### src/rtl/raymarch_pkg.sv
// Shared raymarcher definitions: frame geometry, colour packing and the
// dispatcher job/state types used by the raymarcher and display stages.
package raymarch_pkg;

  localparam int H_RES   = 640;
  localparam int V_RES   = 480;
  localparam int CORDW   = 10;
  localparam int COLOR_W = 10;
  localparam int ADDR_W  = 19;

  typedef enum logic [1:0] {
    IDLE  = 2'd0,
    ISSUE = 2'd1,
    DRAIN = 2'd2,
    DONE  = 2'd3
  } disp_state_e;

  typedef struct packed {
    logic [CORDW-1:0] x;
    logic [CORDW-1:0] y;
  } pix_job_t;

endpackage

### src/rtl/ray_pixel_dispatcher_fb_writeback.sv
// Result-to-framebuffer register stage: row-major address, range check and a
// one-cycle registered write port toward the M10K framebuffer.
module fb_writeback
  import raymarch_pkg::*;
#(
  parameter int H_ACTIVE = H_RES,
  parameter int V_ACTIVE = V_RES
) (
  input  logic               clk,
  input  logic               reset_n,
  input  logic               res_valid,
  input  logic [CORDW-1:0]   res_x,
  input  logic [CORDW-1:0]   res_y,
  input  logic [COLOR_W-1:0] res_color,
  output logic               out_of_range,
  output logic               fb_we,
  output logic [ADDR_W-1:0]  fb_addr,
  output logic [COLOR_W-1:0] fb_data
);

  localparam logic [ADDR_W-1:0] LINE_PITCH = ADDR_W'(H_ACTIVE);

  logic [ADDR_W-1:0]  addr_p0;
  logic               vld_p1;
  logic [ADDR_W-1:0]  addr_p1;
  logic [COLOR_W-1:0] data_p1;

  // Constant multiply; at 640 pixels per line this reduces to (y<<9)+(y<<7)+x.
  assign addr_p0      = ADDR_W'(res_y) * LINE_PITCH + ADDR_W'(res_x);
  assign out_of_range = (int'(res_x) >= H_ACTIVE) || (int'(res_y) >= V_ACTIVE);

  // p0 -> p1: registered framebuffer write
  always_ff @(posedge clk or negedge reset_n) begin
    if (!reset_n) begin
      vld_p1  <= 1'b0;
      addr_p1 <= '0;
      data_p1 <= '0;
    end else begin
      vld_p1 <= res_valid && !out_of_range;
      if (res_valid && !out_of_range) begin
        addr_p1 <= addr_p0;
        data_p1 <= res_color;
      end
    end
  end

  assign fb_we   = vld_p1;
  assign fb_addr = addr_p1;
  assign fb_data = data_p1;

endmodule

### src/rtl/ray_pixel_dispatcher.sv
// Raster-order pixel job issuer with credit-limited in-flight count, result
// writeback into the framebuffer and frame completion signalling.
module ray_pixel_dispatcher
  import raymarch_pkg::*;
#(
  parameter int H_ACTIVE     = H_RES,
  parameter int V_ACTIVE     = V_RES,
  parameter int MAX_INFLIGHT = 16
) (
  input  logic               clk,
  input  logic               reset_n,
  input  logic               frame_start,
  output logic               busy,
  output logic               frame_done,
  output logic [15:0]        frame_count,
  output logic               job_valid,
  input  logic               job_ready,
  output logic [CORDW-1:0]   job_x,
  output logic [CORDW-1:0]   job_y,
  input  logic               res_valid,
  output logic               res_ready,
  input  logic [CORDW-1:0]   res_x,
  input  logic [CORDW-1:0]   res_y,
  input  logic [COLOR_W-1:0] res_color,
  output logic               fb_we,
  output logic [ADDR_W-1:0]  fb_addr,
  output logic [COLOR_W-1:0] fb_data,
  output logic [1:0]         err
);

  localparam int               INF_W   = $clog2(MAX_INFLIGHT) + 1;
  localparam logic [INF_W-1:0] INF_MAX = INF_W'(MAX_INFLIGHT);
  localparam logic [CORDW-1:0] X_LAST  = CORDW'(H_ACTIVE - 1);
  localparam logic [CORDW-1:0] Y_LAST  = CORDW'(V_ACTIVE - 1);

  disp_state_e      state, state_nxt;
  pix_job_t         job_q, job_nxt;
  logic [INF_W-1:0] inflight, inflight_nxt;
  logic             job_hs, res_hs, last_pix, range_err;

  assign res_ready  = reset_n;
  assign res_hs     = res_valid && res_ready;
  assign job_hs     = job_valid && job_ready;
  assign last_pix   = (job_q.x == X_LAST) && (job_q.y == Y_LAST);
  assign busy       = (state == ISSUE) || (state == DRAIN);
  assign frame_done = (state == DONE);
  assign job_x      = job_q.x;
  assign job_y      = job_q.y;

  always_comb begin
    state_nxt    = state;
    job_nxt      = job_q;
    inflight_nxt = inflight;
    case (state)
      IDLE:    if (frame_start) begin
                 state_nxt = ISSUE;
                 job_nxt   = '0;
               end
      ISSUE:   if (job_hs && last_pix) state_nxt = DRAIN;
      DRAIN:   if (inflight == '0 && !res_hs) state_nxt = DONE;
      DONE:    state_nxt = IDLE;
      default: state_nxt = IDLE;
    endcase
    if (job_hs) begin
      if (job_q.x == X_LAST) begin
        job_nxt.x = '0;
        job_nxt.y = last_pix ? '0 : job_q.y + 1'b1;
      end else begin
        job_nxt.x = job_q.x + 1'b1;
      end
    end
    // Simultaneous issue and return cancel; a stray return never underflows.
    if (job_hs && !res_hs)
      inflight_nxt = inflight + 1'b1;
    else if (!job_hs && res_hs && inflight != '0)
      inflight_nxt = inflight - 1'b1;
  end

  // Offer is derived from next-cycle state/credit so it drops on the very
  // handshake that fills the last credit or issues the last pixel.
  always_ff @(posedge clk or negedge reset_n) begin
    if (!reset_n) begin
      state       <= IDLE;
      job_q       <= '0;
      inflight    <= '0;
      job_valid   <= 1'b0;
      frame_count <= '0;
      err         <= '0;
    end else begin
      state     <= state_nxt;
      job_q     <= job_nxt;
      inflight  <= inflight_nxt;
      job_valid <= (state_nxt == ISSUE) && (inflight_nxt < INF_MAX);
      if (state == DONE) frame_count <= frame_count + 16'd1;
      if (res_hs && range_err) err[0] <= 1'b1;
      if (res_hs && inflight == '0) err[1] <= 1'b1;
    end
  end

  fb_writeback #(
    .H_ACTIVE (H_ACTIVE),
    .V_ACTIVE (V_ACTIVE)
  ) u_fb_writeback (
    .clk          (clk),
    .reset_n      (reset_n),
    .res_valid    (res_hs),
    .res_x        (res_x),
    .res_y        (res_y),
    .res_color    (res_color),
    .out_of_range (range_err),
    .fb_we        (fb_we),
    .fb_addr      (fb_addr),
    .fb_data      (fb_data)
  );

endmodule

### config.mk
export PLATFORM = sky130hd
export DESIGN_NAME = ray_pixel_dispatcher
export DESIGN_NICKNAME = d
export VERILOG_FILES = /design/src/rtl/raymarch_pkg.sv /design/src/rtl/ray_pixel_dispatcher_fb_writeback.sv /design/src/rtl/ray_pixel_dispatcher.sv
export SDC_FILE = /design/constraint.sdc
export NUM_CORES = 1
export LEC_CHECK = 0
export CORE_MARGIN = 2
export CORE_UTILIZATION = 53
export CTS_CLUSTER_DIAMETER = 60
export DETAILED_ROUTE_END_ITERATION = 7
export GPL_TIMING_DRIVEN = 0
export HOLD_SLACK_MARGIN = 0.05
export PLACE_DENSITY = 0.86
export SLEW_MARGIN = 20
export SYNTH_ARGS = -nofsm -noshare
export SYNTH_HDL_FRONTEND = slang
export SYNTH_SLANG_ARGS = --single-unit
### constraint.sdc
create_clock -name clk -period 2.9 [get_ports clk]
set_input_delay 0.29 -clock clk [delete_from_list [all_inputs] [get_ports clk]]
set_output_delay 0.29 -clock clk [all_outputs]
set_load 0.02 [all_outputs]
# [Word level (Yosys, flattened, before mapping)]
# Cells that the tools add are included.
[word_totals] elab_cells=62 output_inout_bits=72 register_bits=76 input_bits=35
[classes] mux=12 add_sub_neg=6 n_lt_le_gt_ge=3 n_eq_ne=6 mul=1 reduce_logical=23
[ops] operator="$mux W20" count=3
[ops] operator="$mux W10" count=3
[ops] operator="$add A10 B1 Y10 const B" count=2
[ops] operator="$add A19 B10 Y19" count=1
[ops] operator="$add A16 B1 Y16 const B" count=1
[ops] operator="$logic_and A1 B1 Y1" count=12
[ops] operator="$mul A10 B3 Y12 const B" count=1
[ops] operator="$eq A10 B10 Y1 const B" count=1
[ops] operator="$eq A10 B9 Y1 const B" count=1
[ops] operator="$ge A10 B10 Y1 const B" count=1
[ops] operator="$ge A10 B9 Y1 const B" count=1
[ops] operator="$mux W5" count=2
[ops] operator="$pmux W2 S4" count=1
[ops] operator="$mux W2" count=3
[ops] operator="$add A5 B1 Y5 const B" count=1
[ops] operator="$logic_not A5 Y1" count=1
[ops] operator="$lt A5 B5 Y1 const B" count=1
[ops] operator="$reduce_bool A5 Y1" count=1
[ops] operator="$sub A5 B1 Y5 const B" count=1
[ops] operator="$eq A2 B1 Y1 const B" count=2
[ops] operator="$eq A2 B2 Y1 const B" count=2
[ops] operator="$reduce_bool A2 Y1" count=2
[ops] operator="$logic_not A1 Y1" count=3
[ops] operator="$logic_not A2 Y1" count=1
[ops] operator="2 further kinds" count=3

# [Logic depth before layout (Yosys ltp)]
# Gate-level depths: netlist of run 1.
[depth] word_depth=8 ltp_mapped=11 ltp_nobuf=11

# [Hierarchy]
# A second synthesis of run 1 with hierarchy kept.
[hier_totals] hier_cells=396 hier_area_um2=4140.2
[by_module_without_submodules] mod="ray_pixel_dispatcher" seq_area_each_um2=1151.1 cells_per_inst=236 area_per_inst_um2=2356.0 instances=1
[by_module_without_submodules] mod="fb_writeback" seq_area_each_um2=750.7 cells_per_inst=160 area_per_inst_um2=1784.2 instances=1

# [Worst setup path after synthesis of run 1]
# Ideal clock, no wire load.
[synth_timing] path_kind="input to register" from="input res_y[1]" to="register u_fb_writeback.addr_p1[17], in the netlist u_fb_writeback.fb_addr[17]" path_buffers=0 required_time_ns=2.776 cell_stages=11 setup_time_ns=0.124 setup_slack_ns=0.491 t_arrival_ns=2.285 path_cell_list="ha_1 > ha_1 > inv_1 > fa_1 > nor2b_4 > o311ai_2 > nand2_1 > a221o_1 > nor4_2 > or3_1 > nand3_1"
[synth_between] elab_chain_len=4 word_cells_on_any_way=6 classes_between="add/sub (1); mul (1); order compare (1); reduce/logical (3)"
[synth_lines] element="start, declared" line_no="ray_pixel_dispatcher.sv:23" rtl="input logic [CORDW-1:0] res_y,"
[synth_lines] element="parallel branches: the longest is 4 deep, another holds $add A19 B10 Y19"
[synth_lines] element="end signal, assigned" line_no="ray_pixel_dispatcher_fb_writeback.sv:41" rtl="addr_p1 <= addr_p0;"
[synth_lines] element="end, declared" line_no="ray_pixel_dispatcher_fb_writeback.sv:25" rtl="logic [ADDR_W-1:0] addr_p1;"
# Several ways; the timed one is not identified.
# A chain may end at the register's enable or synchronous reset.

# [Final worst setup path of run 1]
# Ends and elaborated chain as after synthesis.

==> flow_summary.toml, run 1 <==
[final_layout]
fillers = 520
final_common_cell = "clkdlybuf4s50_1"
multi_input_comb_area_mm2 = 0.00212
area_delta_synth_final_pct = 36.1
final_cell_mix = "clkdlybuf4s50_1 (105), nand2_1 (92), dfrtp_1 (76)"
drive_gt1_share_pct = 6.68
diodes = 0
nNetsFinal = 615
register_area_mm2 = 0.00190
instances_no_fill = 656

[placed_design]
portBuffers = 106
hpwl_um = 7000
pre_cts_slack_ns = -0.210
place_congestion = 0.803
dp_cells = 639

[floorplanning]
io_pins = 107
dieHeight_um = 92.4
fp.dieArea_mm2 = 0.00854
row_count = 32
die_w_um = 92.4
start_util_pct = 54.2
core_mm2 = 0.00765

[clocking]
clk_pin_slew_ns = 0.09
cts_num_sinks = 76
htree_levels = 3
cts-root-buf = "clkbuf_8"
clockBufferDepth = 2
cts_tree = "yes"
clock_latency_ns = 0.35
cts_setup_buffers = 0
cts_buffers = 9

[logic_synthesis]
ys.warnings.count = 0
netlist_area_mm2 = 0.00414
ys.flop_type = "dfrtp_1"
synth_edf_count = 0
synth_seq_cells = 76
avgSynthCellArea_um2 = 9.63
synth_cells = 430
ys_types = 54
mappedNetlistNets = 496
yosysSeqAreaShare_pct = 45.9
netlist.area_leader.share_pct = 45.9
synth_top_cell_by_area = "dfrtp_1"
synth.area.top_cells = "dfrtp_1 (46%), ha_1 (8.8%), nand2_1 (8.3%)"
ys_async_sr_fraction_pct = 100

[sta]
worstMarginPinSlew_ns = 0.741
slew_headroom_pct = 50.6
holdWs_ns = 0.419
final_max_slew_viol_count = 0
fin_skew_ns = 0.00799
finalWorstSetupSlack_ns = 0.156
period_share_pct = 94.6
fmax_ghz = 0.364
period_needed_ns = 2.74
finalHoldViolCount = 0
rsz0062_at_grt = "no"
final.setup.tns_ns = 0
setup_viol = 0

[routing]
num_vias = 3568
final_antenna_net_count = 0
wl_um = 9390
wl_per_cell_um = 14.3
dr.first_iter.drc_count = 145
vias_per_cell = 5.44
drcViolationCount = 0
drtPass1Iterations = 4

[global_routing]
grt_util_all_layers_pct = 23.3
grt_remaining_overflow = 0
grt_pass1_vias = 3501
antenna_found_initial = 0
grt_max_degree = 58
grt_pass1_wl_um = 15900

[worst_setup_path]
cp-end-kind = "flip-flop"
reg2reg_depth = 10
cp.arrival_ns = 2.97
startpoint_type = "input pin"
critPathKind = "in2reg"
r2r_slack_ns = 0.70
r2r-start = "job_x[0]"
critPathMaxFanout = 3
required_ns = 3.13
worst_r2r_endpoint = "job_y[5]"

[power_and_ir_drop]
p_comb_share_pct = 31.1
powerDensity_mw_per_mm2 = 632
switchingPower_mw = 1.13
p_total_mw = 3.56
p_int_mw = 2.43
p_clk_share_pct = 30.1
p_leak_nw = 2.57
p_sw_share_pct = 31.8
power_frac_seq_pct = 38.8
vdd_drop_max_v = 0.000332

[run_status]
status = "finished, final reports clean"

[hold_path]
hold_class = "in2async"

[run]
maxCapViolations = 0
[through the flow]
step           cell area (um2)  utilization, %
3_5_place_dp              5360            70.0
3_3_place_gp              5330            69.7
4_1_cts                   5640            73.7
5_1_grt                   5640            73.7
6_report                  5640            73.7
2_1_floorplan             4140               -
[sequential cells by signal, summed over array words and instances (netlist names)]
name	cells
u_fb_writeback.fb_we	1
inflight	5
job_valid	1
frame_count	16
u_fb_writeback.fb_addr	19
job_x	10
state	2
job_y	10
err	2
u_fb_writeback.fb_data	10
[area by class of cell]
class | count | area share [%]
multi-input combinational | 329 | 37.7
sequential | 76 | 33.7
timing repair buffer | 108 | 19.4
clock inverter | 7 | 2.60
tap | 102 | 2.26
clock buffer | 9 | 2.20
buffer | 12 | 1.20
inverter | 13 | 0.866
[cells in the mapped netlist (5+ instances only)]
library cell	count
inv_1	13
nor3_1	5
nand2b_1	7
and3_1	11
xor2_1	15
clkbuf_1	6
nand3_1	20
a21oi_1	6
xnor2_1	21
o21ai_0	34
nand2_1	92
nor2_1	24
dfrtp_1	76
nand4_1	7
o21ai_1	10
ha_1	29
[critical path, cell delays in order]
cell and delay (ns):
clkdlybuf4s50_1 0.45, ha_1 0.32, ha_1 0.22, inv_1 0.07, fa_1 0.25, nor2b_4 0.06
o311ai_2 0.31, nand2_1 0.10, a221o_1 0.42, nor4_2 0.26, or3_1 0.15, nand3_1 0.07
[power groups by stage]
| stage | clock [mW] | combinational (mW) | sequential, mW |
|---|---|---|---|
| final | 1.07 | 1.11 | 1.38 |
| after global placement | 0 | 1.07 | 1.39 |
| after CTS | 1.09 | 1.11 | 1.38 |
| after floorplan | 0 | 0.456 | 1.55 |
| after global routing | 1.14 | 1.21 | 1.41 |
| after detailed placement | 0 | 1.11 | 1.39 |
[logic make-up after synthesis]
| group | share of synthesized area (%) |
|---|---|
| AND/OR/NAND/NOR | 21.4 |
| flip-flops | 45.9 |
| AO/OA/AOI/OAI | 12.0 |
| XOR/XNOR | 7.61 |
| adder cells (fa/ha/maj) | 9.73 |
| buffers and inverters | 2.81 |
| multiplexers | 0.514 |
[how the worst max path moves through the flow]
stage                   from                          to  slack [ns]  cells past startpoint
finish              res_y[1]  u_fb_writeback.fb_addr[17]        0.16                     12
global route        res_y[1]  u_fb_writeback.fb_addr[18]        0.02                     12
CTS                 res_y[1]  u_fb_writeback.fb_addr[18]        0.17                     12
detailed placement  res_y[1]  u_fb_writeback.fb_addr[18]       -0.21                     12
global placement     reset_n                   job_valid       -2.14                      7
floorplan           res_y[1]  u_fb_writeback.fb_addr[17]        0.49                     11
[metal layers]
metal  routed length (um)  share of wire (%)  GRT usage, %
met5                    0                  0             0
met4                  344                3.7          11.6
met3                  347                3.7          3.82
met2                 4760                 51          39.1
met1                 3940                 42          29.3
[timing repair]
action / in CTS / in global routing
resized for setup: 0 / 0
hold endpoints to repair: 24 / 0
hold buffers: 1 / 0
No activity file was read; power rests on OpenSTA's default activity.
==> inputs of run 2 (changes only) <==
CTS_CLUSTER_DIAMETER = 50   (was 60)
==> results of run 2 <==
No change in the layout: final DEF, timing and power equal those of run 1.
